### config.mk
export PLATFORM = sky130hd
export DESIGN_NAME = pipeline_sequencer
export DESIGN_NICKNAME = d
export VERILOG_FILES = /design/src/rtl/pipeline_sequencer.sv
export SDC_FILE = /design/constraint.sdc
export NUM_CORES = 1
export LEC_CHECK = 0
export CORE_UTILIZATION = 30
export CTS_BUF_LIST = sky130_fd_sc_hd__clkbuf_16
export DETAILED_ROUTE_END_ITERATION = 7
export HOLD_SLACK_MARGIN = 0.15
export PLACE_DENSITY = 0.72
export SLEW_MARGIN = 15
export SYNTH_ARGS = -nofsm -noshare
export SYNTH_HDL_FRONTEND = slang
export SYNTH_SLANG_ARGS = --single-unit
export TNS_END_PERCENT = 50
### constraint.sdc
create_clock -name clk -period 1.65 [get_ports clk]
set_input_delay 0.33 -clock clk [delete_from_list [all_inputs] [get_ports clk]]
set_output_delay 0.33 -clock clk [all_outputs]
set_load 0.05 [all_outputs]
### src/rtl/pipeline_sequencer.sv
// pipeline_sequencer: stall/flush/halt sequencer for the 5-stage pipeline with memory watchdog.
// Optional performance counters are enabled by defining PIPE_PERF_CNT_EN.
module pipeline_sequencer #(
    parameter int MEM_TIMEOUT = 16,
    parameter int CNT_W       = 32
) (
    input  logic             clk,
    input  logic             rst_n,
    input  logic             load_use,
    input  logic             branch_taken,
    input  logic             halt_req,
    input  logic             mem_req,
    input  logic             mem_ready,
    output logic             pc_en,
    output logic             if_id_en,
    output logic             id_ex_en,
    output logic             ex_mem_en,
    output logic             mem_wb_en,
    output logic             if_id_flush,
    output logic             id_ex_flush,
    output logic             mem_wb_flush,
    output logic             halted,
    output logic             mem_err,
    output logic [CNT_W-1:0] lu_stall_cnt,
    output logic [CNT_W-1:0] mem_wait_cnt,
    output logic [CNT_W-1:0] flush_cnt
);
    typedef enum logic [1:0] {RUN, DRAIN, HALTED} state_t;

    state_t      state, state_nx;
    logic [1:0]  drain_cnt;
    logic [7:0]  wait_cnt;
    logic        freeze, active, trip;
    logic [7:0]  ctl;

    assign freeze = mem_req & ~mem_ready;
    assign active = state != HALTED;
    assign trip   = active & freeze & (wait_cnt == 8'(MEM_TIMEOUT - 1));
    assign halted = state == HALTED;

    always_ff @(posedge clk or negedge rst_n) begin
        if (!rst_n) begin
            state     <= RUN;
            drain_cnt <= 2'd0;
            wait_cnt  <= 8'd0;
            mem_err   <= 1'b0;
        end else begin
            state     <= state_nx;
            wait_cnt  <= (active && freeze) ? wait_cnt + 8'd1 : 8'd0;
            drain_cnt <= (state == RUN) ? 2'd0 : (state == DRAIN && !freeze) ? drain_cnt + 2'd1 : drain_cnt;
            if (trip)
                mem_err <= 1'b1;
        end
    end

    always_comb begin
        state_nx = state;
        if (trip)
            state_nx = HALTED;
        else if (!freeze && state == RUN && halt_req && !branch_taken && !load_use)
            state_nx = DRAIN;
        else if (!freeze && state == DRAIN && drain_cnt == 2'd2)
            state_nx = HALTED;
    end

    // {pc, if_id, id_ex, ex_mem, mem_wb, if_id_flush, id_ex_flush, mem_wb_flush}
    always_comb begin
        ctl = (state == HALTED)    ? 8'b0000_0000 :
              freeze               ? 8'b0000_1001 :
              (state == DRAIN)     ? 8'b0111_1100 :
              branch_taken         ? 8'b1111_1110 :
              load_use             ? 8'b0011_1010 :
              halt_req             ? 8'b0111_1100 :
                                     8'b1111_1000;
    end

    assign {pc_en, if_id_en, id_ex_en, ex_mem_en, mem_wb_en, if_id_flush, id_ex_flush, mem_wb_flush} = ctl;

`ifdef PIPE_PERF_CNT_EN
    logic run_ok;
    assign run_ok = active && !freeze && state == RUN;

    always_ff @(posedge clk or negedge rst_n) begin
        if (!rst_n) begin
            lu_stall_cnt <= '0;
            mem_wait_cnt <= '0;
            flush_cnt    <= '0;
        end else begin
            if (active && freeze && !(&mem_wait_cnt))
                mem_wait_cnt <= mem_wait_cnt + 1'b1;
            if (run_ok && branch_taken && !(&flush_cnt))
                flush_cnt <= flush_cnt + 1'b1;
            if (run_ok && !branch_taken && load_use && !(&lu_stall_cnt))
                lu_stall_cnt <= lu_stall_cnt + 1'b1;
        end
    end
`else
    assign lu_stall_cnt = '0;
    assign mem_wait_cnt = '0;
    assign flush_cnt    = '0;
`endif
endmodule

# Word level (Yosys, flattened, before mapping)

Cells that the tools add are included.

$add $sub $neg: 2
Eq/ne operators: 5
Mux-type cells: 12
Bitwise operators: 4
Reductions and logical operators: 13

Operators by type and width:

| operator                                                               | number |
|---|---|
| 8-bit two-way mux                                                      | 7 |
| 2-bit two-way mux                                                      | 5 |
| 8-bit by 1-bit adder with 8-bit output (second input constant)         | 1 |
| 8-bit by 4-bit equality test with 1-bit output (second input constant) | 1 |
| 1-bit logical AND                                                      | 7 |
| 2-bit equality test (second input constant)                            | 2 |
| 1-bit bitwise AND                                                      | 3 |
| 1-bit zero test                                                        | 3 |
| 3-bit nonzero test                                                     | 1 |
| 2-bit by 1-bit adder with 2-bit output (second input constant)         | 1 |
| 2-bit by 1-bit equality test with 1-bit output (second input constant) | 1 |
| 2-bit zero test                                                        | 1 |
| 2-bit inequality test (second input constant)                          | 1 |
| 2-bit nonzero test                                                     | 1 |
| 1-bit inverter                                                         | 1 |

Register bits: 13
Output and inout bits: 106

# Logic depth before layout (Yosys ltp)

Gate-level depths: netlist (run 1).

Word-level depth: 9
Gate-level depth with buffers: 7
Mapped depth without buffers: 6

# Least setup slack after synthesis (run 1)

No wires, ideal clock.

Path type: reg2out
Start point: register state[1]
End point: output port id_ex_flush
Arrival: 2.456 ns
Data required time: 1.320 ns
Path slack: -1.136 ns
Stages on the path, launching flop included: 6
Cells stage by stage: dfrtp_1 buf_4 and2b_2 nor2_1 o21ai_1 nor2_1

Elaborated cells on any way between the ends: 5
Classes of those cells: eq/ne: 2; mux: 3

RTL lines:

| item                     | RTL line | RTL |
|---|---|---|
| start: declaration       | 30       | `state_t state, state_nx;` |
| start signal: assignment | 48       | `state <= state_nx;` |
| 2-bit equality test      | n/a      |  |
| via halted               | 22       | `output logic halted,` |
| 8-bit two-way mux        | 68       | `ctl = (state == HALTED) ? 8'b0000_0000 :` |
| end: declaration         | 20       | `output logic id_ex_flush,` |

The timed path passes the listed nets, and every way through them passes these cells.

# Worst setup path in the final report (run 1)

Start point: register state[0]
End point: output port id_ex_flush

Word-level cells in the longest chain between the ends: 4
Elaborated cells on any way between the ends: 5
Classes of those cells: eq/ne: 2; mux: 3

RTL lines:

| item                                           | RTL line | RTL |
|---|---|---|
| 2-bit by 1-bit equality test with 1-bit output | 70       | `(state == DRAIN) ? 8'b0111_1100 :` |
| 8-bit two-way mux                              | 70       |  |
| 8-bit two-way mux                              | 69       | `freeze ? 8'b0000_1001 :` |
| 8-bit two-way mux *                            | 68       |  |

Mark *: on every way between the ends. The rest lies on a longest branch, timed or not.

==> results of run 1 <==
==> flip-flops by register name, summed over array words and instances, names as in the netlist <==
register / cells
mem_err: 1
wait_cnt: 8
state: 2
drain_cnt: 2
==> worst register-to-register path: cells and delay by family (launching register included) <==
kind             cells  cell delay [ns]
flip-flops           1             0.42
AO/OA/AOI/OAI        2             0.30
AND/OR/NAND/NOR      2             0.68
==> per-stage QoR <==
stage | instance area [um^2] | power, mW | setup TNS [ns]
floorplan | 1840 | 1.88 | -0.677
global route | 1550 | 2.84 | -0.175
finish | 1550 | 2.71 | 0
CTS | 1540 | 2.69 | -0.0594
global placement | 1410 | 2.09 | -1.20
detailed placement | 1410 | 2.10 | -1.32
==> final timing paths <==
kind,startpoint,to,slack [ns],cells after the start
setup reg to reg,wait_cnt[4]$_DFF_PN0_,state[0]$_DFFE_PN0P_,0.13,4
min in group clk,mem_err$_DFFE_PN0P_,mem_err$_DFFE_PN0P_,0.45,1
hold / removal,rst_n,wait_cnt[7]$_DFF_PN0_,0.39,2
setup / recovery,state[0]$_DFFE_PN0P_,id_ex_flush,0.01,5
hold reg to reg,mem_err$_DFFE_PN0P_,mem_err$_DFFE_PN0P_,0.45,1
max in group asynchronous,rst_n,state[1]$_DFFE_PN0P_,1.11,2
==> power breakdown <==
| group | total (mW) | internal, mW | switching, mW |
|---|---|---|---|
| logic | 1.83 | 0.585 | 1.25 |
| registers | 0.425 | 0.371 | 0.0540 |
| clock network | 0.450 | 0.322 | 0.129 |
==> cell families after synthesis <==
kind of cell    after synthesis
simple gates                 36
other cells                   1
compound gates               10
xor+xnor                      6
flops                        13
buf+inv                     104
fa+ha+maj                     4
==> area by class of cell <==
| class | instances | area, um^2 | share of cell area |
|---|---|---|---|
| repair buffers | 28 | 290 | 0.187 |
| inverters | 5 | 23.8 | 0.0153 |
| multi-input cells | 152 | 764 | 0.494 |
| clock buffers | 3 | 75.1 | 0.0485 |
| clock inverters | 1 | 5.00 | 0.00323 |
| flip-flops and latches | 13 | 325 | 0.210 |
| well taps | 52 | 65.1 | 0.0420 |
==> metal layers <==
layer,routed length (um),share of wire,vias up,GRT usage
li1,-,-,413,-
met1,623,0.32,405,0.0852
met2,1140,0.59,59,0.143
met3,153,0.079,3,0.0127
met4,25,0.013,0,0.0400
met5,0,0,-,0
==> layout by cell type (no fill, tap or decap), drive strengths merged <==
cell / instances
dfrtp: 13
and2b: 1
clkinv: 1
maj3: 2
a221oi: 1
or4: 1
buf: 22
a41o: 1
o21ai: 3
dlygate4sd2: 5
clkdlybuf4s50: 1
inv: 5
a31oi: 1
xor2: 4
nand3: 4
a21oi: 3
nand2b: 1
ha: 2
xnor2: 2
conb: 96
a21o: 1
nor3: 2
nor2: 18
nor2b: 1
clkbuf: 3
and3: 2
nand2: 5
and2: 1
==> repair_timing <==
item | 4_1_cts | 5_1_grt
pin swaps | 2 | 3
endpoints found under the setup margin | 7 | 7
resized for setup | 19 | 4
setup buffers | 2 | 0
==> results.cfg, run 1 <==
[cells_and_area]
fin_cells = 254
antenna_cells = 0
area_delta_synth_final_pct = 7.56
nNetsFinal = 212
drive_gt1_frac = 0.218
fill_cells = 470
final_util = 0.346

[detailed_routing]
drt-total-wl_mm = 1.95
dr.pass1.iters = 5
vias = 880
route.detailed.drc = 9
via_per_inst = 3.46
wl_per_cell_um = 7.67
antenna_left = 0
drtIter0Drc = 47

[grt]
grt_max_degree = 14
grt_pass1_vias = 698
grt_usage = 0.0775
antenna_found_initial = 0
grt_pass1_wl_mm = 3.13
overflow = 0

[critical_path]
cp_slowest_cell = dfrtp_1
slowest_delay_ns = 0.41
cp.required_ns = 1.32
crit_arrival_ns = 1.31
path_cells = and2b_4 -> nor2_4 -> o21ai_4 -> nor2_4 -> buf_8
critPathTopFamily = simple AND/OR/NAND/NOR gates
critPathBufInv = 1
crit_top_cell = nor2_4
critPathLaunchType = flip-flop
cp_max_fo = 3
crit_type = reg -> out
critical_path.endpoint_type = output port

[min_path]
worstHoldPathType = in -> async

[synth]
yosysTopAreaCellShare = 0.516
muxShareOfSynthArea = 0
yosysWarningCount = 0
synth_edf_count = 0
synth_compound_area_frac = 0.0478
synth_top_family_by_area = buffers and inverters
yosys.area_share.simple = 0.127
synth_common_cells = 99 x buf_4, 17 x nor2_1, 13 x dfrtp_1, 4 x nand2_1, 4 x xor2_1
ys_ff_latch = 13
synth_most_common_cell = buf_4
synth_top_area_cell = buf_4
synth_cell_types = 28
syn_area_um2 = 1440
synth.area.top_cells = buf_4 52%, dfrtp_1 23%, nor2_1 4.4%
synthFlopType = dfrtp_1
synth_cells = 174
yosysSeqAreaShare = 0.226
synth_xor_area_frac = 0.0365
yosys.area_share.adder = 0.0313
ys_async_sr_fraction = 1.00
syn_area_per_cell_um2 = 8.28

[floorplanning]
ios = 113
die_x_um = 71.3
die_h_um = 71.3
start_util = 0.322
dieArea_um2 = 5080
core_area_um2 = 4470
rows = 24

[timing]
hold_slack_ns = 0.388
clock.fmax_ghz = 0.611
maxSlewViolCount = 0
setup_slack_ns = 0.0146
final.setup_skew_ns = 0.000948
rsz0062_at_grt = yes
final_hold_viol_count = 0
setup_viol = 0
min_period_over_period = 0.991
period_needed_ns = 1.64

[cts]
clock_path_buffers = 2
cts_root_buf = clkbuf_16
cts.htree.levels = 1
path_clk_slew_ns = 0.04
cts_tree = done
clock_latency_ns = 0.24
ctsHoldBuffers = 0
cts_made_buffers = 3
cts_sinks = 13

[pwr]
p_leak_nw = 0.862
peakVddDrop_v = 0.000841
p_per_area_nw_per_um2 = 1750

[outcome]
violations = design-rule violations
status = finished with violations

[run]
cap_violations = 0

[placed_design]
placed_cells = 249
portBuffers = 16
dp_hpwl_mm = 1.61
gp_congestion = 0.743
dp_slack_ns = -0.212
No activity file was read; power rests on OpenSTA's default activity.
==> run 2: changes to the inputs <==
Settings changed: CAP_MARGIN set to 20, CORE_UTILIZATION 30 to 34, PLACE_DENSITY 0.72 to 0.8.
==> run 2 against run 1 <==
  * The run now ends clean
  * Die area fell by 11%
  * Clock-buffer cell count is the same
  * Register-to-register slack improved by 0.02 ns
  * Wire length grew 2.9%
  * Fmax up 0.39%
  * Worst hold slack better by 0.065 ns
  * Sequential power hardly changed
  * Sequential share of layout area decreased by 0.32 points
  * Combinational power grew 2%
  * Setup slack improved by 0.0064 ns
  * Power up 1.3%
  * Critical endpoint unchanged
  * Largest power group unchanged
==> results.cfg, run 2 (synthesis gave the netlist of run 1 again) <==
[grt]
grt_pass1_vias = 648
overflow = 0
grt_usage = 0.0854
grt_max_degree = 14
antenna_found_initial = 0
grt_pass1_wl_mm = 2.88

[cts]
cts_tree = done
cts_made_buffers = 3
cts.htree.levels = 1
clock_latency_ns = 0.24
cts_root_buf = clkbuf_16
cts_sinks = 13
path_clk_slew_ns = 0.04
clock_path_buffers = 2
ctsHoldBuffers = 0

[cells_and_area]
drive_gt1_frac = 0.238
largest_reg_flops = 8
area_delta_synth_final_pct = 9.21
largest-register = wait_cnt
nNetsFinal = 216
antenna_cells = 0
largestRegisters = wait_cnt (8), drain_cnt (2), state (2)
final_common_cell = conb_1
mostFrequentLayoutCells = 96 x conb_1, 15 x buf_4, 13 x dfrtp_1
fill_cells = 415
fin_cells = 256

[timing]
setup_slack_ns = 0.0210
min_period_over_period = 0.987
rsz0062_at_grt = yes
hold_slack_ns = 0.452
slew_headroom = 0.610
period_needed_ns = 1.63
clock.fmax_ghz = 0.614
final.setup_skew_ns = 0.000489
setup-tns-final_ns = 0
final_hold_viol_count = 0
worst_slew_pin_slew_ns = 0.584
maxSlewViolCount = 0
setup_viol = 0

[critical_path]
crit_arrival_ns = 1.30
critPathLaunchType = flip-flop
crit_type = reg -> out
r2r_slack_ns = 0.15
cp.required_ns = 1.32
rr_endpoint = state[0]$_DFFE_PN0P_
reg2regPathDepth = 4
cp_max_fo = 3
r2r-start = wait_cnt[4]$_DFF_PN0_
critical_path.endpoint_type = output port

[detailed_routing]
antenna_left = 0
drt-total-wl_mm = 2.00
wl_met2_mm = 1.12
vias = 908
dr_wl_met3_um = 179
route.detailed.drc = 0
routed.top_layer = met4
via_per_inst = 3.55
drt-met1-wl_um = 672
drtIter0Drc = 14
wl_per_cell_um = 7.82
dr.pass1.iters = 6

[placed_design]
dp_hpwl_mm = 1.58
dp_slack_ns = -0.235
portBuffers = 16
placed_cells = 247
gp_congestion = 0.756

[min_path]
worstHoldPathType = reg -> reg
hp-start = mem_err$_DFFE_PN0P_
holdPathStages = 1
hold-path-endpoint = mem_err$_DFFE_PN0P_

[pwr]
peakVddDrop_v = 0.000530
p_leak_nw = 0.878
p_total_mw = 2.75
p_per_area_nw_per_um2 = 1750

[floorplanning]
die_x_um = 67.1
ios = 113
core_area_um2 = 4030
dieArea_um2 = 4500
rows = 23
start_util = 0.357
die_h_um = 67.1

[outcome]
status = completed

[run]
cap_violations = 0
## run 2: critical path, stage by stage (launching register included)
cell and delay (ns):
dfrtp_1 0.40, and2b_4 0.23, nor2_4 0.11, o21ai_4 0.09
nor2_4 0.09, buf_8 0.15
## run 2: what timing repair did
action | in CTS | in global routing
setup endpoints to repair | 7 | 6
gates resized for setup | 18 | 6
setup buffers | 3 | 3
pin swaps | 3 | 5
## run 2: power breakdown
part / internal [mW] / switching (mW)
Clock: 0.321 / 0.127
Sequential: 0.371 / 0.0522
Combinational: 0.624 / 1.25
## run 2: worst max-delay path by stage
stage | from | endpoint | cells past startpoint
floorplan | state[1]$_DFFE_PN0P_ | id_ex_flush | 5
global placement | branch_taken | if_id_flush | 5
detailed placement | load_use | if_id_flush | 6
CTS | state[1]$_DFFE_PN0P_ | id_ex_flush | 5
global route | state[0]$_DFFE_PN0P_ | id_ex_flush | 5
finish | state[0]$_DFFE_PN0P_ | id_ex_flush | 5
## run 2: area by class of cell
cell class	instances	area [um^2]	area share
Timing Repair Buffer	32	322	0.204
Clock buffer	3	75.1	0.0477
Sequential cell	13	325	0.207
Clock inverter	1	5.00	0.00318
Tap cell	50	62.6	0.0398
Inverter	5	23.8	0.0151
Multi-Input combinational cell	152	759	0.483
## run 2: per-stage QoR
step                 util  cell area [um^2]
global route        0.390              1570
CTS                 0.382              1540
finish              0.390              1570
detailed placement  0.349              1410
floorplan               -              1840
global placement    0.349              1410
## run 2: metal layers
metal,track usage,vias to the layer above
met5,0,-
met4,0.0319,0
met3,0.0205,5
met2,0.153,67
met1,0.0963,421
li1,-,415
==> run 3: changes to the inputs <==
Clock period 1.65 ns to 1.8 ns, I/O delays scaled along.
==> run 3 against run 2 <==
  * Non-clock buffer count decreased by 7
  * Flip-flop and latch count stayed put
  * Setup slack better by 0.022 ns
  * Clock power fell by 11%
  * Die area unchanged
  * Utilization is 1.9 points lower
  * Via count fell by 3.5%
  * Clock-buffer cell count unchanged
  * Critical endpoint is now if_id_en
==> results.cfg, run 3 (synthesis gave the netlist of run 1 again) <==
[outcome]
status = completed

[timing]
final.setup_skew_ns = 0.00137
min_period_over_period = 0.976
period_needed_ns = 1.76
setup_slack_ns = 0.0426
clock.fmax_ghz = 0.569
setup_viol = 0
maxSlewViolCount = 0
final_hold_viol_count = 0
slew_headroom = 0.615
worst_slew_pin_slew_ns = 0.576

[min_path]
worstHoldPathType = reg -> reg
hp-start = mem_err$_DFFE_PN0P_

[cts]
cts.htree.levels = 1
cts_sinks = 13
clock_path_buffers = 2
ctsHoldBuffers = 0
cts_tree = done
cts_root_buf = clkbuf_16
clock_latency_ns = 0.24
cts_made_buffers = 3
path_clk_slew_ns = 0.04

[placed_design]
dp_slack_ns = -0.133
gp_congestion = 0.760
placed_cells = 245
portBuffers = 16
dpl_cell_area_um2 = 1390
dp_hpwl_mm = 1.50

[floorplanning]
die_x_um = 67.1
dieArea_um2 = 4500
core_area_um2 = 4030
die_h_um = 67.1
start_util = 0.357
rows = 23
ios = 113

[critical_path]
critPathLaunchType = primary input
crit_arrival_ns = 1.40
cp.required_ns = 1.44
critical_path.endpoint_type = output port
critPathLaunch = mem_ready
r2r-start = wait_cnt[4]$_DFF_PN0_
crit_type = in -> out
cp_max_fo = 8

[cells_and_area]
nNetsFinal = 209
drive_gt1_frac = 0.196
largest_reg_flops = 8
mostFrequentLayoutCells = 96 x conb_1, 13 x dfrtp_1, 12 x nor2_1, 12 x buf_4
final_common_cell = conb_1
largest-register = wait_cnt
fin_area_um2 = 1500
final_util = 0.371
area_delta_synth_final_pct = 3.82
antenna_cells = 0
largestRegisters = wait_cnt (8), drain_cnt (2), state (2)
fin_cells = 249

[pwr]
peakVddDrop_v = 0.000466
intPower_mw = 1.11
seqPwrFrac = 0.163
p_switching_mw = 1.28
p_sw_frac = 0.537
pwr-share-clk = 0.167
p_leak_nw = 0.838
combPwrFrac = 0.670
p_per_area_nw_per_um2 = 1600

[run]
cap_violations = 0

[detailed_routing]
wl_per_cell_um = 7.31
drtIter0Drc = 30
dr.pass1.iters = 3
antenna_left = 0
vias = 876
via_per_inst = 3.52
route.detailed.drc = 0
drt-total-wl_mm = 1.82

[grt]
overflow = 0
grt_max_degree = 14
antenna_found_initial = 0
grt_pass1_wl_mm = 2.63
grt_pass1_vias = 634
grt_usage = 0.0774
## run 3: cell types whose count changed in the layout (fill, tap and decap cells not counted), moves of 2 or more
| cell | previous run | this run |
|---|---|---|
| buf_4 | 15 | 12 |
| buf_6 | 7 | 4 |
| maj3_1 | 0 | 2 |
| maj3_2 | 2 | 0 |
## run 3: power groups by stage
stage                     clock, mW  sequential [mW]  combinational [mW]
final                         0.399            0.389                1.60
after global routing          0.419            0.397                1.69
after CTS                     0.405            0.386                1.58
after detailed placement          0            0.389                1.54
after global placement            0            0.386                1.52
after floorplan                   0            0.372                1.36
## run 3: final timing paths
path,end,slack (ns),cells past startpoint
max,if_id_en,0.04,5
min,mem_err$_DFFE_PN0P_,0.45,1
max reg2reg,state[0]$_DFFE_PN0P_,0.30,4
min reg2reg,mem_err$_DFFE_PN0P_,0.45,1
max in group asynchronous,mem_err$_DFFE_PN0P_,0.93,1
min in group asynchronous,wait_cnt[4]$_DFF_PN0_,0.50,1
## run 3: worst max-delay path: stages
cell and delay, ns:
clkdlybuf4s50_1 0.45, nor2b_4 0.20, buf_4 0.19, nor2_2 0.05
buf_6 0.14
## run 3: final cells by class
class	count	area, um^2
Timing Repair Buffer	25	250
Sequential cell	13	325
Clock inverter	1	3.75
Multi-Input combinational cell	152	757
Tap cell	50	62.6
Clock buffer	3	75.1
Inverter	5	21.3
Fill cell	405	2530
## run 3: through the flow
step	TNS, ns	total power, mW	hold WS, ns
finish	0	2.39	0.454
CTS	0	2.38	0.462
detailed placement	-0.589	1.93	0.446
global placement	-0.488	1.91	0.435
floorplan	-0.0633	1.73	0.0644
global route	-0.0359	2.50	0.485
## run 3: per-layer routing
| layer | routed length (um) | GRT usage | up-vias | share of wire |
|---|---|---|---|---|
| li1 | - | - | 406 | - |
| met1 | 612 | 0.0773 | 398 | 0.34 |
| met2 | 988 | 0.146 | 64 | 0.54 |
| met3 | 168 | 0.00856 | 8 | 0.092 |
| met4 | 52 | 0.0532 | 0 | 0.029 |
| met5 | 0 | 0 | - | 0 |
## run 3: timing repair
item | 4_1_cts | 5_1_grt
endpoints found under the setup margin | 6 | 2
pin swaps | 3 | 2
setup buffers | 0 | 1
resized for setup | 10 | 3
